<file path="config.mk">
export PLATFORM = sky130hd
export DESIGN_NAME = rs232t
export DESIGN_NICKNAME = d
export VERILOG_FILES = /design/src/rtl/rs232_pkg.sv /design/src/rtl/rs232t_fifo.sv /design/src/rtl/rs232t.sv
export SDC_FILE = /design/constraint.sdc
export NUM_CORES = 1
export LEC_CHECK = 0
export CORE_MARGIN = 4
export CORE_UTILIZATION = 40
export CTS_BUF_LIST = sky130_fd_sc_hd__clkbuf_8
export DETAILED_ROUTE_END_ITERATION = 6
export SLEW_MARGIN = 25
export SYNTH_ARGS = -nofsm -noshare
export SYNTH_HDL_FRONTEND = slang
export SYNTH_SLANG_ARGS = --single-unit
</file>
<file path="constraint.sdc">
create_clock -name clk -period 3.2 [get_ports clk]
set_clock_uncertainty 0.15 [all_clocks]
set_input_delay 0.48 -clock clk [delete_from_list [all_inputs] [get_ports clk]]
set_output_delay 0.48 -clock clk [all_outputs]
set_load 0.01 [all_outputs]
</file>
<file path="src/rtl/rs232_pkg.sv">
// Shared RS-232 definitions: bit-rate divisors, frame length and the shifter
// state type. Also used by the receiver side.
package rs232_pkg;

    localparam int LIMIT_FAST = 217;   // 115200 Bd at 25 MHz
    localparam int LIMIT_SLOW = 1302;  // 19200 Bd at 25 MHz
    localparam int FRAME_LEN  = 10;    // 8N1: start + 8 data + stop
    localparam int TICK_W_MIN = 11;    // minimum width of the bit tick counter

    typedef logic [0:0] tx_state_t;
    localparam tx_state_t ST_IDLE  = 1'b0;
    localparam tx_state_t ST_SHIFT = 1'b1;

    // 8N1 frame, transmitted from bit 0 upwards: start(0), data LSB first, stop(1).
    function automatic logic [FRAME_LEN-1:0] make_frame(input logic [7:0] b);
        return {1'b1, b, 1'b0};
    endfunction

endpackage

</file>
<file path="src/rtl/rs232t_fifo.sv">
// Transmit byte FIFO. Pushes while full and pops while empty are ignored, so
// the caller may drive push/pop as raw requests. Storage is not reset.
module rs232t_fifo #(
    parameter int DEPTH = 4,
    parameter int WIDTH = 8
) (
    input  logic                     clk,
    input  logic                     rst,
    input  logic                     push_i,
    input  logic                     pop_i,
    input  logic [WIDTH-1:0]         wdata_i,
    output logic [WIDTH-1:0]         rdata_o,
    output logic                     full_o,
    output logic                     empty_o,
    output logic [$clog2(DEPTH):0]   count_o
);

    localparam int AW = $clog2(DEPTH);
    localparam int CW = AW + 1;
    localparam logic [AW:0] FULL_CNT = CW'(DEPTH);

    logic [WIDTH-1:0] mem_q [DEPTH];
    logic [AW-1:0]    wr_ptr_q;
    logic [AW-1:0]    rd_ptr_q;
    logic [AW:0]      count_q;
    logic             do_push;
    logic             do_pop;

    assign full_o  = (count_q == FULL_CNT);
    assign empty_o = (count_q == '0);
    assign count_o = count_q;
    assign rdata_o = mem_q[rd_ptr_q];

    // Full/empty are taken from the count before the edge.
    assign do_push = push_i && !full_o;
    assign do_pop  = pop_i && !empty_o;

    // Pointers and occupancy; simultaneous push and pop leave the count unchanged.
    always_ff @(posedge clk or posedge rst) begin
        if (rst) begin
            wr_ptr_q <= '0;
            rd_ptr_q <= '0;
            count_q  <= '0;
        end else begin
            if (do_push) wr_ptr_q <= wr_ptr_q + AW'(1);
            if (do_pop)  rd_ptr_q <= rd_ptr_q + AW'(1);
            if (do_push && !do_pop)      count_q <= count_q + CW'(1);
            else if (do_pop && !do_push) count_q <= count_q - CW'(1);
        end
    end

    // Storage array, written on accepted pushes only.
    always_ff @(posedge clk) begin
        if (do_push) mem_q[wr_ptr_q] <= wdata_i;
    end

endmodule

</file>
<file path="src/rtl/rs232t.sv">
// RS-232 8N1 transmitter with a small byte FIFO. Bytes are framed and shifted
// out LSB first on TxD; frames queued back to back leave no mark gap.
//
// Write handshake: a byte on data is taken on a rising edge where start=1 and
// rdy=1 (rdy is FIFO-not-full, valid before the edge). start with rdy=0 is
// simply dropped; there is no retry or error indication.
module rs232t #(
    parameter int DEPTH      = 4,
    parameter int LIMIT_FAST = rs232_pkg::LIMIT_FAST,
    parameter int LIMIT_SLOW = rs232_pkg::LIMIT_SLOW
) (
    input  logic                  clk,
    input  logic                  rst,
    input  logic                  start,
    input  logic [7:0]            data,
    input  logic                  fsel,
    output logic                  rdy,
    output logic                  busy,
    output logic                  TxD,
    output rs232_pkg::tx_state_t  dbg_state_o
);

    import rs232_pkg::*;

    localparam int LIM_MAX = (LIMIT_FAST > LIMIT_SLOW) ? LIMIT_FAST : LIMIT_SLOW;
    localparam int TW      = ($clog2(LIM_MAX) > TICK_W_MIN) ? $clog2(LIM_MAX) : TICK_W_MIN;

    tx_state_t              state_q, state_d;
    logic [TW-1:0]          tick_q, tick_d;
    logic [TW-1:0]          lim_q, lim_d;      // LIMIT-1 of the frame in flight
    logic [3:0]             bitcnt_q, bitcnt_d;
    logic [FRAME_LEN-1:0]   shreg_q, shreg_d;  // bit 0 is the bit now on the line
    logic                   txd_q, txd_d;

    logic [7:0]             fifo_rdata;
    logic                   fifo_full;
    logic                   fifo_empty;
    logic [$clog2(DEPTH):0] fifo_count;
    logic                   fifo_pop;
    logic [FRAME_LEN-1:0]   new_frame;
    logic                   bit_end;
    logic                   frame_end;
    logic                   load;

    rs232t_fifo #(
        .DEPTH (DEPTH),
        .WIDTH (8)
    ) u_fifo (
        .clk     (clk),
        .rst     (rst),
        .push_i  (start),
        .pop_i   (fifo_pop),
        .wdata_i (data),
        .rdata_o (fifo_rdata),
        .full_o  (fifo_full),
        .empty_o (fifo_empty),
        .count_o (fifo_count)
    );

    assign new_frame   = make_frame(fifo_rdata);
    assign bit_end     = (tick_q == lim_q);
    assign frame_end   = (state_q == ST_SHIFT) && bit_end && (bitcnt_q == 4'(FRAME_LEN - 1));
    // A new frame is loaded from idle, or on the edge the previous stop bit ends.
    assign load        = !fifo_empty && ((state_q == ST_IDLE) || frame_end);

    assign rdy         = !fifo_full;
    assign busy        = (state_q == ST_SHIFT) || (fifo_count != '0);
    assign TxD         = txd_q;
    assign dbg_state_o = state_q;

    // Shifter next state: load, advance a bit, or return to idle after the stop bit.
    always_comb begin
        state_d  = state_q;
        tick_d   = tick_q;
        lim_d    = lim_q;
        bitcnt_d = bitcnt_q;
        shreg_d  = shreg_q;
        txd_d    = txd_q;
        fifo_pop = 1'b0;
        if (load) begin
            fifo_pop = 1'b1;
            state_d  = ST_SHIFT;
            tick_d   = '0;
            bitcnt_d = '0;
            shreg_d  = new_frame;
            txd_d    = new_frame[0];
            // Bit rate is latched here and held for the whole frame.
            lim_d    = fsel ? TW'(LIMIT_FAST - 1) : TW'(LIMIT_SLOW - 1);
        end else if (frame_end) begin
            state_d  = ST_IDLE;
            tick_d   = '0;
            bitcnt_d = '0;
            txd_d    = 1'b1;
        end else if (state_q == ST_SHIFT) begin
            if (bit_end) begin
                tick_d   = '0;
                bitcnt_d = bitcnt_q + 4'd1;
                shreg_d  = {1'b1, shreg_q[FRAME_LEN-1:1]};
                txd_d    = shreg_q[1];
            end else begin
                tick_d   = tick_q + TW'(1);
            end
        end
    end

    // Shifter registers; reset truncates any frame and parks the line at mark.
    always_ff @(posedge clk or posedge rst) begin
        if (rst) begin
            state_q  <= ST_IDLE;
            tick_q   <= '0;
            lim_q    <= TW'(LIMIT_FAST - 1);
            bitcnt_q <= '0;
            shreg_q  <= '1;
            txd_q    <= 1'b1;
        end else begin
            state_q  <= state_d;
            tick_q   <= tick_d;
            lim_q    <= lim_d;
            bitcnt_q <= bitcnt_d;
            shreg_q  <= shreg_d;
            txd_q    <= txd_d;
        end
    end

endmodule
</file>
Word level (Yosys, flattened, before mapping)

Memories as Yosys holds them, arrays and structs flattened.
Index checks and enable logic that the tools add are counted.

Output and inout port bits: 4
Word-level logic and storage cells: 68
Input port bits: 12
RAM bits: 32
Bits in registers: 45
Memories kept: 1

Memory list:

| memory       | depth | bits a word | read ports | clocked after Yosys merged registers in | wr ports | line              | RTL |
|---|---|---|---|---|---|---|---|
| u_fifo.mem_q | 4     | 8           | 1          | 0                                       | 1        | rs232t_fifo.sv:22 | `logic [WIDTH-1:0] mem_q [DEPTH];` |

Add/sub/neg operators: 6
Reductions and logical operators: 23
Equal/unequal tests: 4
Bitwise operators: 1
Multiplexer cells: 24

Operator list:

| kind                  | number |
|---|---|
| $mux 11               | 5 |
| $mux 10               | 4 |
| $mux 4                | 4 |
| $add 11x1->11 const B | 1 |
| $eq 11x11->1          | 1 |
| $mux 1                | 9 |
| $reduce_bool 3->1     | 3 |
| $reduce_bool 2->1     | 4 |
| $logic_and 1x1->1     | 7 |
| $mux 3                | 2 |
| $add 2x1->2 const B   | 2 |
| $add 4x1->4 const B   | 1 |
| $eq 4x4->1 const B    | 1 |
| $logic_not 1->1       | 4 |
| $add 3x1->3 const B   | 1 |
| $eq 3x3->1 const B    | 1 |
| $logic_not 3->1       | 1 |
| $reduce_and 3->1      | 1 |
| $sub 3x1->3 const B   | 1 |
| $logic_or 1x1->1      | 2 |
| $ne 2x1->1 const B    | 1 |
| $reduce_and 2->1      | 1 |
| $not 1->1             | 1 |

Depth between registers and ports, before layout

Gate-level depths: netlist of run 1.

Depth in word-level cells: 10
Gate-level depth with buffers: 12
Depth with buffers taken out: 11

Hierarchy

Synthesis of run 1 repeated with hierarchy kept, for this count alone.

Cell total of the unflattened synthesis: 225
Area, all modules: 3135.5 um^2

Modules (own cells, without submodules):

| module      | area each (um^2) | seq. area each (um^2) | instances | cells each |
|---|---|---|---|---|
| rs232t_fifo | 1592.8           | 1136.1                | 1         | 78 |
| rs232t      | 1542.7           | 688.2                 | 1         | 147 |

Worst setup path before layout of run 1

No wires, ideal clock.

Path type: register -> register
Start point: register tick_q[6]
End point: register u_fifo.count_q[1] (netlist: u_fifo.count_o[1])
Setup slack: 0.234 ns
Buffers on the path: 1
Data required time: 2.925 ns
Library setup time: 0.125 ns
Cell stages (with the launch flop): 9
Arrival: 2.692 ns
Period minus slack after synthesis: 2.966 ns
Cell sequence: dfrtp_1 > or4_4 > a221oi_4 > a31oi_1 > buf_2 > ha_1 > inv_1 > fa_1 > mux2_2

Longest elaborated chain between the ends: 10
Elaborated cells on any way between the ends: 12
Those cells by class: eq/ne: 1; mux: 2; reduce/logical: 9

Ends and longest elaborated chain:

| item                                               | line              | RTL |
|---|---|---|
| start: declaration                                 | rs232t.sv:29      | `logic [TW-1:0] tick_q, tick_d;` |
| start signal: assignment                           | rs232t.sv:117     | `tick_q <= tick_d;` |
| $eq 11x11->1 (*)                                   | rs232t.sv:61      | `assign bit_end = (tick_q == lim_q);` |
| $logic_and 1x1->1 (*) (2 in a row)                 | rs232t.sv:62      | `assign frame_end = (state_q == ST_SHIFT) && bit_end && (bitcnt_q == 4'(FRAME_LEN - 1));` |
| $logic_or 1x1->1 (*)                               | rs232t.sv:64      | `assign load = !fifo_empty && ((state_q == ST_IDLE) \|\| frame_end);` |
| $logic_and 1x1->1 (*)                              | rs232t.sv:64      |  |
| $mux 1 (*)                                         | rs232t.sv:80      | `if (load) begin` |
| $logic_and 1x1->1 (*)                              | rs232t_fifo.sv:36 | `assign do_pop = pop_i && !empty_o;` |
| $logic_not 1->1                                    | rs232t_fifo.sv:47 | `if (do_push && !do_pop) count_q <= count_q + CW'(1);` |
| $logic_and 1x1->1                                  | rs232t_fifo.sv:47 |  |
| $mux 3 / $reduce_bool 2->1 (equally long branches) | --                |  |
| end signal: assignment                             | rs232t_fifo.sv:47 |  |
| end signal: assignment                             | rs232t_fifo.sv:48 | `else if (do_pop && !do_push) count_q <= count_q - CW'(1);` |
| end: declaration                                   | rs232t_fifo.sv:25 | `logic [AW:0] count_q;` |

Mark *: on every way between the ends. The rest lies on a longest branch, timed or not.
A chain may end at the register's enable or synchronous reset.

Final worst setup path of run 1

Ends and elaborated chain as after synthesis.

==> results of run 1 <==
[metrics by stage]
stage	setup WS [ns]	instances	util, %	cell area, um^2
after floorplan	0.234	217	-	2980
after global placement	0.524	333	45.4	3290
after detailed placement	0.499	333	45.4	3290
after CTS	0.488	349	48.4	3510
after global routing	0.385	349	48.4	3510
final	0.501	349	48.4	3510
[worst paths after layout]
path | slack (ns) | from | endpoint | depth (start not counted)
max in group asynchronous | 2.16 | rst | shreg_q[2] | 3
worst max-delay path | 0.50 | tick_q[6] | u_fifo.count_o[1] | 7
worst min register to register | 0.36 | TxD | TxD | 2
worst max register to register | 0.50 | tick_q[6] | u_fifo.count_o[1] | 7
min in group asynchronous | 0.39 | rst | tick_q[9] | 3
worst min-delay path | 0.36 | TxD | TxD | 2
[cell families (layout without fill, tap and decap cells)]
group	Yosys count	in the layout	share of synthesized area, %
AOI/OAI and AO/OA	39	39	10.2
xor gates and xnor gates	11	11	3.23
adders and majority gates	9	9	4.03
buffers and inverters	15	48	1.93
DFF	66	66	61.2
muxes	15	15	8.52
and+or+nand+nor	62	62	10.9
[per-layer routing]
metal | up-vias | global-route usage, % | share of wire (%)
met5 | - | 0 | 0
met3 | 9 | 4.73 | 5.3
met2 | 47 | 21.0 | 48
met1 | 937 | 17.8 | 45
li1 | 877 | - | -
met4 | 0 | 5.90 | 1.6
[state kept, by name, summed over array words and instances (netlist names)]
register,cells
u_fifo.mem_q,32
tick_q,11
shreg_q,8
bitcnt_q,4
u_fifo.count_o,3
lim_q,2
u_fifo.rd_ptr_q,2
u_fifo.wr_ptr_q,2
TxD,1
dbg_state_o,1
[power by group]
part | switching [mW] | total [mW] | internal, mW
sequential | 0.169 | 1.33 | 1.16
combinational | 0.261 | 0.541 | 0.280
clock | 0.315 | 0.771 | 0.456
total | 0.745 | 2.65 | 1.90
[critical path: stages (launching register included)]
cell	delay [ns]
dfrtp_1	0.43
or4_4	0.58
a221oi_4	0.30
a31oi_1	0.15
ha_1	0.24
inv_1	0.07
fa_1	0.39
mux2_2	0.26
[layout make-up]
type	count	share of cell area [%]
clock buffer	10	3.92
clock inverter	6	2.35
inverter	11	1.18
multi-input combinational	136	31.5
sequential	66	52.0
tap	99	3.53
timing repair buffer	21	5.56
[placed cells by master (no fill, tap or decap), types with 2 or more instances in the layout]
| cell type | instances |
|---|---|
| clkinv_2 | 2 |
| mux2i_1 | 4 |
| o21ai_0 | 13 |
| nand2_1 | 13 |
| nor3_1 | 3 |
| a21oi_1 | 5 |
| dfstp_2 | 10 |
| clkdlybuf4s50_1 | 15 |
| nand2b_1 | 2 |
| nand3_1 | 9 |
| inv_1 | 12 |
| and3_1 | 7 |
| bufinv_16 | 2 |
| a31oi_1 | 4 |
| buf_4 | 6 |
| o221a_2 | 6 |
| xor2_1 | 6 |
| ha_1 | 8 |
| clkbuf_8 | 10 |
| or3_1 | 9 |
| dfrtp_1 | 24 |
| mux2_2 | 3 |
| edfxtp_1 | 32 |
| xnor2_1 | 5 |
| nor2_1 | 11 |
| mux4_2 | 8 |
==> flow_summary.toml, run 1 <==
[outcome]
status = "finished, final reports clean"

[floorplan]
die_h_um = 94.3
fp.dieArea_mm2 = 0.00890
start_util_pct = 41.1
fp.dieW_um = 94.3
coreArea_mm2 = 0.00725
rows = 31
ios = 16

[cts]
cts_tree = "built"
cts_buffers = 9
clkLatencyLatePin_ns = 0.34
htree_num_levels = 3
clockBufferDepth = 2
hold_buffers = 0
cts_sinks = 66
clkTransAtPathRegs_ns = 0.07
post_cts_buffers = 0
cts-root-buf = "clkbuf_8"
postCtsResizedCells = 0

[logic_synthesis]
synth_cell_type_count = 44
ys_seq_elements = 66
avgSynthCellArea_um2 = 13.7
synth.top_cell.area_share_pct = 32.2
synthTopCellsByCount = "edfxtp_1, dfrtp_1, nand2_1, o21ai_0"
ys_seq_area_share_pct = 61.2
yosysTopAreaCell = "edfxtp_1"
syn_area_mm2 = 0.00298
synth.most_common_cell = "edfxtp_1"
async_flop_share_pct = 51.5
ys.flop_type = "edfxtp_1"
netlist_instances = 217
yosys-top-cells-area = "edfxtp_1, dfrtp_1, dfstp_2"
synth_edf_count = 32
yosysWarnings = 0
syn_nets = 238

[sta]
slew_violations = 0
worst_pin_slew_ns = 0.572
setup_tns_ns = 0
max_freq_mhz = 371
rsz0062_at_grt = "no"
min_period_over_period_pct = 84.3
setup_viol = 0
finalHoldViolations = 0
fin_crit_ns = 2.70
slew-limit-headroom_pct = 61.5
holdWs_ns = 0.358

[pwr]
p_per_area_mw_per_mm2 = 754
irDropWorstVdd_v = 0.000410
leakage_nw = 1.37
total_power_mw = 2.65

[routing]
final_antenna_net_count = 0
drt-initial-drc-count = 90
first_pass_iters = 4
vias = 1870
viasPerCell = 5.36
wire_per_inst_um = 15.3
finalWirelength_mm = 5.35
drc = 0

[setup_path]
crit_type = "reg -> reg"
endpoint_kind = "flop"
cp.arrival_ns = 2.77
critPathRequiredTime_ns = 3.27
cp-start-kind = "flop"
worstPathMaxFanout = 6

[run]
drv_cap = 0

[grt]
antenna_found_initial = 0
grt-ovfl-total = 0
grt_pass1_wl_mm = 9.22
grt_use_total_pct = 13.7
grt_pass1_vias = 1896
grt_max_degree = 35

[cells_and_area]
fillers = 659
multi_input_area_mm2 = 0.00110
regArea_mm2 = 0.00182
n_antenna_cell = 0
layout.nets = 266
drive_above_1_share_pct = 22.0
syn2layout_area_growth_pct = 17.8

[placed_design]
hpwl_mm = 3.64
numPortBuffers = 15
gp_congestion = 0.790

[worst_hold_path]
hp-class = "reg -> reg"
No activity file was read; power rests on OpenSTA's default activity.
==> run 2, diff against run 1 <==
Clock period 3.2 ns to 2.7 ns, I/O delays scaled along.
==> run 2 against run 1 <==
  * Worst hold slack got worse by 0.057 ns
  * Non-clock buffer count rose by 4
  * Sequential share of layout area fell by 0.68 points
  * Cell area rose by 1.3%
  * Sequential power rose by 17%
  * First-iteration DRC count fell by 23%
  * Wire length rose by 3.5%
  * Clock power rose by 14%
  * Power rose by 19%
  * Worst setup slack got worse by 0.41 ns
  * Maximum frequency rose by 3.4%
  * Clock-buffer cell count fell by 1
  * Critical endpoint unchanged
==> flow_summary.toml, run 2 (same netlist as run 1, synthesis figures left out) <==
[floorplan]
ios = 16
die_h_um = 94.3
coreArea_mm2 = 0.00725
fp.dieArea_mm2 = 0.00890
fp.dieW_um = 94.3
start_util_pct = 41.1
rows = 31

[cells_and_area]
final_cell_mix = "edfxtp_1, dfrtp_1, clkdlybuf4s50_1"
n_antenna_cell = 0
final_common_cell = "edfxtp_1"
layout.nets = 270
drive_above_1_share_pct = 24.8
largestRegisters = "u_fifo.mem_q: 32 flops, tick_q: 11 flops, shreg_q: 8 flops"
regMostFlops = "u_fifo.mem_q"
utilization_pct = 49.0
syn2layout_area_growth_pct = 19.3
largest_reg_flops = 32

[routing]
final_antenna_net_count = 0
wire_per_inst_um = 15.7
finalWirelength_mm = 5.54
top_layer = "met4"
wl_met2_mm = 2.57
drt-initial-drc-count = 69
vias = 1834
first_pass_iters = 4
viasPerCell = 5.20
drc = 0
wl_met3_um = 216
drt-met1-wl_mm = 2.62

[cts]
cts-root-buf = "clkbuf_8"
cts_buffers = 9
clkLatencyLatePin_ns = 0.35
htree_num_levels = 3
cts_sinks = 66
postCtsResizedCells = 0
clkTransAtPathRegs_ns = 0.08
cts_tree = "built"
post_cts_buffers = 0
clockBufferDepth = 2
hold_buffers = 0

[run]
drv_cap = 0

[setup_path]
rr_worst_depth = 7
slowest_delay_ns = 0.55
setup.reg_to_reg.worst_slack_ns = 0.09
crit_buf_inv = 1
cp-startpoint = "lim_q[7]"
r2r_end = "u_fifo.count_o[1]"
cp_slowest_cell = "or4_4"
path_cells = "or4_4 > a221oi_4 > a31oi_4 > ha_4 > inv_2 > fa_1 > mux2_2"
cp-endpoint = "u_fifo.count_o[1]"
cp-start-kind = "flop"
cp.depth = 7
r2r_start = "lim_q[7]"
cpLargestDelayFamily = "adder cells"
endpoint_kind = "flop"
cp.arrival_ns = 2.69
crit_type = "reg -> reg"
critPathRequiredTime_ns = 2.78
worstPathMaxFanout = 3

[sta]
fin_ws_ns = 0.0892
fin_crit_ns = 2.61
max_freq_mhz = 383
worst_pin_slew_ns = 0.603
slew-limit-headroom_pct = 59.8
rsz0062_at_grt = "no"
setup_viol = 0
slew_violations = 0
min_period_over_period_pct = 96.7
finalHoldViolations = 0

[grt]
grt_use_total_pct = 14.1
grt_pass1_vias = 1920
antenna_found_initial = 0
grt-ovfl-total = 0
grt_max_degree = 35
grt_pass1_wl_mm = 9.38

[pwr]
pwr-share-comb_pct = 22.9
p_seq_share_pct = 49.3
leakage_nw = 1.38
irDropWorstVdd_v = 0.000433
p_int_mw = 2.20
switching_power_mw = 0.958
clock_power_share_pct = 27.8
p_per_area_mw_per_mm2 = 888
p_sw_share_pct = 30.4

[placed_design]
gp_congestion = 0.803
hpwl_mm = 3.74
numPortBuffers = 15
preCtsSetupSlack_ns = 0.0841

[outcome]
status = "finished, final reports clean"

[worst_hold_path]
hp-class = "in -> async"
[run 2: worst min-delay path by stage]
stage,startpoint,endpoint,slack (ns),depth (start not counted)
floorplan,bitcnt_q[3],bitcnt_q[3],0.32,1
global placement,bitcnt_q[3],bitcnt_q[3],0.35,1
CTS,rst,tick_q[3],0.31,3
finish,rst,tick_q[8],0.30,3
detailed placement,TxD,TxD,0.35,2
global route,rst,tick_q[8],0.34,3
[run 2: power groups by stage]
| stage | sequential [mW] | combinational, mW | clock, mW |
|---|---|---|---|
| global route | 1.60 | 0.824 | 0.941 |
| floorplan | 1.54 | 0.500 | 0 |
| global placement | 1.57 | 0.720 | 0 |
| detailed placement | 1.57 | 0.739 | 0 |
| CTS | 1.56 | 0.738 | 0.899 |
| finish | 1.56 | 0.723 | 0.877 |
[run 2: area by class of cell]
class / instances / area (um^2)
Fill cell: 635 / 3700
Inverter: 11 / 41.3
Clock buffer: 9 / 124
Multi-Input combinational cell: 136 / 1130
Sequential cell: 66 / 1820
Timing Repair Buffer: 25 / 225
Tap cell: 99 / 124
Clock inverter: 7 / 85.1
[run 2: stage by stage]
step | std cells | instance area [um^2] | TNS, ns | power, mW | hold WS [ns]
CTS | 353 | 3560 | 0 | 3.20 | 0.308
global placement | 337 | 3350 | 0 | 2.29 | 0.345
finish | 353 | 3560 | 0 | 3.16 | 0.301
global route | 353 | 3560 | 0 | 3.36 | 0.337
detailed placement | 337 | 3350 | 0 | 2.31 | 0.347
floorplan | 217 | 3010 | -0.0993 | 2.04 | 0.318
[run 2: per-layer routing]
layer / track usage, % / vias up
li1: - / 878
met1: 18.0 / 911
met2: 21.8 / 36
met3: 3.69 / 9
met4: 8.06 / 0
met5: 0 / -
[run 2: worst min-delay path, cell delays in order]
cell and delay (ns):
clkdlybuf4s50_1 0.39, inv_1 0.05, buf_4 0.39
==> run 3, diff against run 2 <==
Settings changed: CORE_MARGIN 4 to 2.
==> run 3 against run 2 <==
  * Register-to-register slack gained 0.02 ns
  * Combinational power is essentially flat
  * Worst setup slack gained 0.023 ns
  * First-iteration DRC count grew 35%
  * Cell count is the same
  * Cell area is essentially flat
  * Maximum frequency grew 0.90%
  * Power shrank 0.21%
  * Critical endpoint unchanged
  * Largest cell class unchanged
==> flow_summary.toml, run 3 (same netlist as run 1, synthesis figures left out) <==
[outcome]
status = "finished, final reports clean"

[routing]
drt-initial-drc-count = 93
finalWirelength_mm = 5.46
viasPerCell = 5.14
vias = 1816
drc = 0
first_pass_iters = 4
final_antenna_net_count = 0
wire_per_inst_um = 15.5

[sta]
fin_crit_ns = 2.59
min_period_over_period_pct = 95.8
slew_violations = 0
worst_pin_slew_ns = 0.592
rsz0062_at_grt = "no"
slew-limit-headroom_pct = 60.5
finalHoldViolations = 0
max_freq_mhz = 386
setup_viol = 0
setup_tns_ns = 0

[floorplan]
fp.dieW_um = 90.3
rows = 31
ios = 16
fp.dieArea_mm2 = 0.00816
die_h_um = 90.3
coreArea_mm2 = 0.00725
start_util_pct = 41.1

[setup_path]
slowest_delay_ns = 0.55
path_cells = "or4_4 > a221oi_4 > a31oi_4 > ha_4 > inv_2 > fa_1 > mux2_2"
cp_slowest_cell = "or4_4"
cpLargestDelayFamily = "adder cells"
endpoint_kind = "flop"
cp.arrival_ns = 2.68
worstPathMaxFanout = 3
critPathRequiredTime_ns = 2.79
crit_buf_inv = 1
cp-start-kind = "flop"
crit_type = "reg -> reg"

[cells_and_area]
regMostFlops = "u_fifo.mem_q"
final_common_cell = "edfxtp_1"
final_cell_mix = "edfxtp_1, dfrtp_1, clkdlybuf4s50_1"
layout.nets = 270
n_antenna_cell = 0
largestRegisters = "u_fifo.mem_q: 32 flops, tick_q: 11 flops, shreg_q: 8 flops"
syn2layout_area_growth_pct = 19.2
drive_above_1_share_pct = 24.8
final_area_mm2 = 0.00355
fillers = 654
largest_reg_flops = 32

[pwr]
p_per_area_mw_per_mm2 = 886
leakage_nw = 1.38
pwr-share-comb_pct = 22.9
p_seq_share_pct = 49.4
switching_power_mw = 0.956
irDropWorstVdd_v = 0.000406
total_power_mw = 3.15
p_int_mw = 2.19
p_sw_share_pct = 30.4
clock_power_share_pct = 27.7

[cts]
cts_buffers = 9
cts_sinks = 66
cts-root-buf = "clkbuf_8"
cts_tree = "built"
clkTransAtPathRegs_ns = 0.08
post_cts_buffers = 0
clkLatencyLatePin_ns = 0.36
htree_num_levels = 3
postCtsResizedCells = 0
clockBufferDepth = 2
hold_buffers = 0

[placed_design]
numPortBuffers = 15
gp_congestion = 0.781
hpwl_mm = 3.72
place_area_mm2 = 0.00335

[grt]
grt_pass1_wl_mm = 9.58
grt-ovfl-total = 0
grt_use_total_pct = 15.2
grt_max_degree = 35
antenna_found_initial = 0
grt_pass1_vias = 1887

[worst_hold_path]
hp-class = "in -> async"

[run]
drv_cap = 0
run 3: cell counts in the layout (fill, tap and decap cells not counted):
Identical to the previous run, type by type.
run 3: layout make-up:
| cell class | instances | area (um^2) | area share (%) |
|---|---|---|---|
| clock inverters | 7 | 82.6 | 2.32 |
| inverters | 11 | 41.3 | 1.16 |
| flip-flops and latches | 66 | 1820 | 51.3 |
| repair buffers | 25 | 225 | 6.34 |
| well taps | 99 | 124 | 3.49 |
| multi-input cells | 136 | 1130 | 31.9 |
| clock buffers | 9 | 124 | 3.49 |
run 3: final timing paths:
path	endpoint	cells after the start	start	slack [ns]
worst max-delay path	u_fifo.count_o[1]	7	lim_q[7]	0.11
worst min-delay path	lim_q[8]	3	rst	0.29
worst max register to register	u_fifo.count_o[1]	7	lim_q[7]	0.11
worst min register to register	TxD	2	TxD	0.35
max in group asynchronous	shreg_q[8]	3	rst	1.76
min in group clk	TxD	2	TxD	0.35
run 3: layer usage:
| layer | share of wire (%) | up-vias | track usage (%) |
|---|---|---|---|
| met2 | 46 | 31 | 21.8 |
| li1 | - | 888 | - |
| met5 | 0 | - | 0 |
| met3 | 4.5 | 6 | 5.09 |
| met1 | 49 | 891 | 21.3 |
| met4 | 1.1 | 0 | 6.28 |
run 3: worst min-delay path, stage by stage:
cell and delay, ns:
clkdlybuf4s50_1 0.40, inv_1 0.05, buf_4 0.38
run 3: through the flow:
| stage | std cells | hold WS [ns] | util [%] | setup slack (ns) |
|---|---|---|---|---|
| 2_1_floorplan | 217 | 0.318 | - | -0.0993 |
| 3_3_place_gp | 337 | 0.349 | 46.1 | 0.132 |
| 3_5_place_dp | 337 | 0.350 | 46.1 | 0.127 |
| 4_1_cts | 353 | 0.315 | 49.0 | 0.107 |
| 5_1_grt | 353 | 0.342 | 49.0 | 0.0194 |
| 6_report | 353 | 0.289 | 49.0 | 0.112 |
run 3: power groups by stage:
stage	clock (mW)	combinational, mW	sequential [mW]
floorplan	0	0.500	1.54
global placement	0	0.717	1.57
detailed placement	0	0.733	1.57
CTS	0.888	0.733	1.56
global route	0.939	0.820	1.59
finish	0.873	0.720	1.56
